$ cat src/rtl/hazard_scoreboard.sv
// Decode-stage hazard and forwarding controller: a per-register scoreboard of
// in-flight writes with per-write latency, driving stall and rs/rt forward selects.
module hazard_scoreboard #(
    parameter int unsigned NUM_REGS  = 32,
    parameter int unsigned LAT_ALU   = 1,
    parameter int unsigned LAT_LOAD  = 2,
    parameter int unsigned LAT_MUL   = 3,
    parameter int unsigned FWD_DEPTH = 3,
    localparam int unsigned AW = $clog2(NUM_REGS),
    localparam int unsigned FW = $clog2(FWD_DEPTH + 1)
) (
    input  logic          clk,
    input  logic          rst,
    input  logic          id_valid,
    input  logic [AW-1:0] id_rs_addr,
    input  logic [AW-1:0] id_rt_addr,
    input  logic          id_rs_used,
    input  logic          id_rt_used,
    input  logic          id_we,
    input  logic [AW-1:0] id_wr_addr,
    input  logic [1:0]    id_lat_class,
    input  logic          freeze,
    output logic          stall,
    output logic [FW-1:0] fwd_rs_sel,
    output logic [FW-1:0] fwd_rt_sel,
    output logic          pending_any
);

    localparam int unsigned CW       = $clog2(LAT_MUL + 1);
    localparam int unsigned AGE_MAX  = FWD_DEPTH + 1;
    localparam int unsigned GW       = $clog2(FWD_DEPTH + 2);

    logic [CW-1:0] cnt [NUM_REGS];
    logic [GW-1:0] age [NUM_REGS];

    logic [CW-1:0] lat;
    logic          rs_raw;
    logic          rt_raw;
    logic          waw;
    logic          issue;

    // Age k maps directly onto forwarding source k; anything older reads the register file.
    function automatic logic [FW-1:0] sel_of(input logic [GW-1:0] a);
        if (a >= GW'(1) && a <= GW'(FWD_DEPTH)) begin
            return FW'(a);
        end
        return '0;
    endfunction

    always_comb begin
        lat = CW'(LAT_MUL);
        case (id_lat_class)
            2'd0:    lat = CW'(LAT_ALU);
            2'd1:    lat = CW'(LAT_LOAD);
            default: lat = CW'(LAT_MUL);
        endcase
    end

    // A source is forwardable once its counter is at most 1; anything larger must wait.
    always_comb begin
        rs_raw = id_rs_used && (cnt[id_rs_addr] > CW'(1));
        rt_raw = id_rt_used && (cnt[id_rt_addr] > CW'(1));
        waw    = id_we && (id_wr_addr != '0) && (cnt[id_wr_addr] > lat);
        stall  = id_valid && (rs_raw || rt_raw || waw);
        issue  = id_valid && !stall && !freeze;
    end

    always_comb begin
        fwd_rs_sel = '0;
        fwd_rt_sel = '0;
        if (id_rs_used && id_rs_addr != '0) begin
            fwd_rs_sel = sel_of(age[id_rs_addr]);
        end
        if (id_rt_used && id_rt_addr != '0) begin
            fwd_rt_sel = sel_of(age[id_rt_addr]);
        end
    end

    always_comb begin
        pending_any = 1'b0;
        for (int unsigned r = 0; r < NUM_REGS; r++) begin
            pending_any = pending_any | (cnt[r] != '0);
        end
    end

    // r0 keeps its reset values forever; a stalled but unfrozen cycle still ages entries.
    always_ff @(posedge clk or posedge rst) begin
        if (rst) begin
            for (int unsigned r = 0; r < NUM_REGS; r++) begin
                cnt[r] <= '0;
                age[r] <= GW'(AGE_MAX);
            end
        end else if (!freeze) begin
            for (int unsigned r = 1; r < NUM_REGS; r++) begin
                if (issue && id_we && (AW'(r) == id_wr_addr)) begin
                    cnt[r] <= lat;
                    age[r] <= GW'(1);
                end else begin
                    if (cnt[r] != '0) begin
                        cnt[r] <= cnt[r] - CW'(1);
                    end
                    if (age[r] != GW'(AGE_MAX)) begin
                        age[r] <= age[r] + GW'(1);
                    end
                end
            end
        end
    end

endmodule

$ cat config.mk
export PLATFORM = sky130hd
export DESIGN_NAME = hazard_scoreboard
export DESIGN_NICKNAME = d
export VERILOG_FILES = /design/src/rtl/hazard_scoreboard.sv
export SDC_FILE = /design/constraint.sdc
export NUM_CORES = 1
export LEC_CHECK = 0
export ABC_AREA = 0
export CORE_UTILIZATION = 60
export DETAILED_ROUTE_END_ITERATION = 7
export GPL_TIMING_DRIVEN = 0
export PLACE_DENSITY = 0.78
export SYNTH_ARGS = -nofsm -noshare
export SYNTH_HDL_FRONTEND = slang
export SYNTH_SLANG_ARGS = --single-unit
$ cat constraint.sdc
create_clock -name clk -period 9.6 [get_ports clk]
set_input_delay 1.44 -clock clk [delete_from_list [all_inputs] [get_ports clk]]
set_output_delay 1.44 -clock clk [all_outputs]
set_load 0.05 [all_outputs]
==> impl_summary.txt <==
----------------------------------------------------
[Setup path]
  CP Data Required Time ... 8160 ps
  Origin of the critical flop-to-flop path ... cnt[51]$_DFFE_PP0P_
  FF-to-FF End ... age[33]$_DFFE_PP0P_
  Critical path startpoint category ... input port
  Maximum fanout count along the critical path ... 10
  Worst endpoint data arrival time ... 7210 ps
  Slowest cell delay on critical path ... 790 ps
  Slowest cell on the critical path ... sky130_fd_sc_hd__clkdlybuf4s50_1
  Worst reg2reg path depth ... 13
  Minimum setup slack among reg-to-reg paths ... 5260 ps
  Type of element capturing the critical path ... primary output
  Cell Chain, Critical Path ... clkdlybuf4s50_1, buf_1, mux4_2, mux4_2, mux2_2, ha_1, nor2b_1, o211a_1, a22oi_1, a31o_2, nand2_2, buf_6, clkbuf_1, and2_1, clkdlybuf4s50_1
  WS Path Type ... in -> out

[Finish]
  Ant diodes ... 0
  Area overhead of the layout relative to synthesis ... 9.54%
  Fraction of final layout cells sized beyond drive strength 1 ... 0.133
  Final net count ... 1515
  Storage element area ... 0.00392 sq mm
  Final cell count without fillers ... 1679
  Area of combinational cells with multiple inputs ... 0.00781 sq mm
  Filler cells ... 1604
  Core Util, Final ... 0.675

[Synthesis]
  Warnings, synthesis ... 5
  Top-area cell type share of the netlist area ... 0.247
  Number of instances in the synthesized netlist ... 1352
  Most frequently used flop master after synthesis ... sky130_fd_sc_hd__dfrtp_1
  Flops & latches, synth ... 155
  Post-synthesis cell type with the largest combined area ... sky130_fd_sc_hd__dfrtp_1
  Distinct cell type count after synthesis ... 56
  Total standard cell area after synthesis ... 0.0126 sq mm
  Number of enable-type register cells in the synthesized netlist ... 0
  Sequential cell area fraction in the yosys report ... 0.312
  Mapped Nets ... 1471
  Proportion of register bits with asynchronous set or reset after synthesis ... 1.00
  Top cells by area, synth ... sky130_fd_sc_hd__dfrtp_1 (25%), sky130_fd_sc_hd__mux4_2 (15%), sky130_fd_sc_hd__ha_1 (9.5%)
  Average cell area after synthesis ... 9.29 sq um

[STA]
  Worst slack on hold paths ... 553 ps
  Clock skew ... 13.8 ps
  Fmax ... 116 MHz
  Final critical-path setup slack ... 952 ps
  Headroom to the max-slew limit ... 0.325
  Period minus WS final ... 8650 ps
  Final cycle utilization of the critical path ... 0.901
  Final setup violation count ... 0
  Setup Total Neg Slack ... 0 ps
  Slew Viols, Final ... 0
  Worst-margin pin slew ... 1010 ps
  Setup repair after global routing missed its margin ... false
  Hold violation count in the final report ... 0

[Floorplan]
  Width of the chip ... 147 microns
  Die area ... 0.0215 sq mm
  Placeable core region ... 0.0204 sq mm
  Y dimension of the die ... 147 microns
  Total number of placement rows ... 52
  Initial Util ... 0.617
  Top-Level Pins ... 30

[Global route]
  Global-route wire length before repair ... 61900 microns
  Number of antenna violations at the first check in global routing ... 0
  Global-route congestion overflow total ... 0
  Aggregate global-route resource usage ... 0.380
  Vias in the first global route ... 11300
  Pin count of the biggest net entering global routing ... 123

[Worst hold path]
  HP Start ... age[35]$_DFFE_PP1P_
  Hold Path Class ... reg -> reg
  Min-Delay Endpoint ... age[35]$_DFFE_PP1P_
  Count of cells along the worst hold path ... 2

[Flow run]
  Max-cap viol count ... 0

[Placed design]
  Setup Slack @ Placement ... 1090 ps
  GP Congestion ... 1.00
  Number of placed instances with taps included ... 1647
  Number of I/O port buffers ... 24
  HPWL after detailed placement ... 28600 microns

[Run status]
  Violated checks ... design-rule violations
  Status ... finished, violations left

[Routing]
  Post-DR wirelength/cell ... 23.4 microns
  Via total after detailed routing ... 11500
  Detailed-router iteration count before antenna repair ... 8
  Final routed wirelength across all metal layers ... 39400 microns
  Via-to-Cell Ratio ... 6.87
  Count of routing violations after the opening detailed-route iteration ... 1440
  DRC viols ... 2
  Antenna-violating nets left ... 0

[Clocking]
  H-tree Lvls ... 4
  CTS tree ... built
  CTS Hold Buffers Added ... 0
  TritonCTS sink count ... 155
  Post-CTS Setup Repair Bufs ... 0
  Clock root buffer master ... sky130_fd_sc_hd__clkbuf_16
  Clock buffer count from CTS ... 17
  Post_cts resized ... 0
  Clock transition at path regs ... 70 ps
  Maximum number of buffers from clock root to sink ... 2
  Clock Latency Late Sink ... 450 ps

[Power and ir drop]
  Worst vdd ir ... 157 uV
  Power Dens Cells ... 306 mW/mm^2
  P_leak ... 6.12 nW

----------------------------------------------------
[worst max path at each step]
stage | from | to | slack (ps) | cells past startpoint
after global placement | id_wr_addr[0] | stall | 1160 | 15
after global routing | id_wr_addr[0] | stall | 830 | 15
after detailed placement | id_wr_addr[0] | stall | 1090 | 15
after floorplan | id_wr_addr[0] | stall | 3120 | 13
after CTS | id_wr_addr[0] | stall | 1060 | 15
final | id_wr_addr[0] | stall | 950 | 15
[cell type report]
cell class | instances | area share
Multi-Input combinational cell | 985 | 0.568
Sequential cell | 155 | 0.285
Inverter | 132 | 0.0366
Clock buffer | 19 | 0.0322
Tap cell | 270 | 0.0246
Buffer | 80 | 0.0242
Timing Repair Buffer | 25 | 0.0195
Clock inverter | 13 | 0.0103
[kinds of logic (layout without fill, tap and decap cells)]
family / count (synthesis) / count (layout) / share of synthesized area
mux: 116 / 116 / 0.175
fa+ha+maj: 95 / 95 / 0.0947
other cells: 1 / 1 / 0.000299
flops: 155 / 155 / 0.312
simple gates: 453 / 453 / 0.179
compound gates: 320 / 320 / 0.173
buf+inv: 212 / 269 / 0.0660
[metal layers]
layer	share of wire	up-vias	GRT usage
met3	0.12	142	0.105
met5	0	-	0
met2	0.45	778	0.583
met1	0.38	5534	0.494
met4	0.052	0	0.191
li1	-	5082	-
[through the flow]
step                power (W)  cell area [sq um]
floorplan             0.00290              12600
global placement      0.00330              13100
detailed placement    0.00343              13200
CTS                   0.00415              13800
global route          0.00450              13800
finish                0.00421              13800
[power by group]
group / switching [W] / internal (W) / leakage (nW) / total [W]
Combinational: 0.00102 / 0.000982 / 4.08 / 0.00201
Clock: 0.000314 / 0.000392 / 0.281 / 0.000706
Sequential: 0.000455 / 0.00104 / 1.76 / 0.00150
Total: 0.00179 / 0.00241 / 6.12 / 0.00421
[critical path: cells and delay by family]
family	cells	cell delay, ps
and+or+nand+nor	3	570
adders and majority gates	1	290
muxes	3	1420
AOI/OAI and AO/OA	3	590
buffers and inverters	5	2890
[cells in the final DEF (no fill, tap or decap), types with 7 or more instances in the layout]
cell type                         synthesis  routed
sky130_fd_sc_hd__inv_1                  131     130
sky130_fd_sc_hd__nand2_1                127     127
sky130_fd_sc_hd__dfrtp_1                124     124
sky130_fd_sc_hd__nor2_1                 117     117
sky130_fd_sc_hd__ha_1                    95      95
sky130_fd_sc_hd__mux4_2                  82      82
sky130_fd_sc_hd__a21oi_1                 68      68
sky130_fd_sc_hd__nand3_1                 65      65
sky130_fd_sc_hd__clkbuf_1                59      60
sky130_fd_sc_hd__o21ai_0                 52      52
sky130_fd_sc_hd__o22ai_1                 35      35
sky130_fd_sc_hd__dfstp_2                 31      31
sky130_fd_sc_hd__mux2i_1                 30      30
sky130_fd_sc_hd__nand3b_1                30      30
sky130_fd_sc_hd__a211oi_1                27      27
sky130_fd_sc_hd__a21boi_0                25      25
sky130_fd_sc_hd__clkdlybuf4s50_1          0      24
sky130_fd_sc_hd__and3_1                  21      21
sky130_fd_sc_hd__nor2b_1                 17      17
sky130_fd_sc_hd__clkbuf_16                0      17
sky130_fd_sc_hd__a31oi_1                 16      16
sky130_fd_sc_hd__nor3_1                  16      16
sky130_fd_sc_hd__o211a_1                 15      15
sky130_fd_sc_hd__nand4_1                 15      15
sky130_fd_sc_hd__nor4_1                  15      15
sky130_fd_sc_hd__a22oi_1                 12      12
sky130_fd_sc_hd__a32oi_1                 12      12
sky130_fd_sc_hd__buf_1                   11      11
sky130_fd_sc_hd__nand4_2                 11      11
sky130_fd_sc_hd__o311a_1                 10      10
sky130_fd_sc_hd__o21a_1                   8       8
sky130_fd_sc_hd__a22o_1                   7       7
sky130_fd_sc_hd__o22a_1                   7       7
[registers in the layout (all words and copies together) (netlist names)]
| register | cells |
|---|---|
| age | 93 |
| cnt | 62 |
[cells in the mapped netlist, types with 21 or more instances]
master and number:
sky130_fd_sc_hd__dfstp_2 31, sky130_fd_sc_hd__nand3_1 65, sky130_fd_sc_hd__dfrtp_1 124, sky130_fd_sc_hd__nand2_1 127, sky130_fd_sc_hd__nand3b_1 30, sky130_fd_sc_hd__ha_1 95
sky130_fd_sc_hd__o21ai_0 52, sky130_fd_sc_hd__mux4_2 82, sky130_fd_sc_hd__and3_1 21, sky130_fd_sc_hd__a21oi_1 68, sky130_fd_sc_hd__nor2_1 117, sky130_fd_sc_hd__inv_1 131
sky130_fd_sc_hd__o22ai_1 35, sky130_fd_sc_hd__a21boi_0 25, sky130_fd_sc_hd__a211oi_1 27, sky130_fd_sc_hd__clkbuf_1 59, sky130_fd_sc_hd__mux2i_1 30
Note: power is estimated with default switching activity, not from simulation.
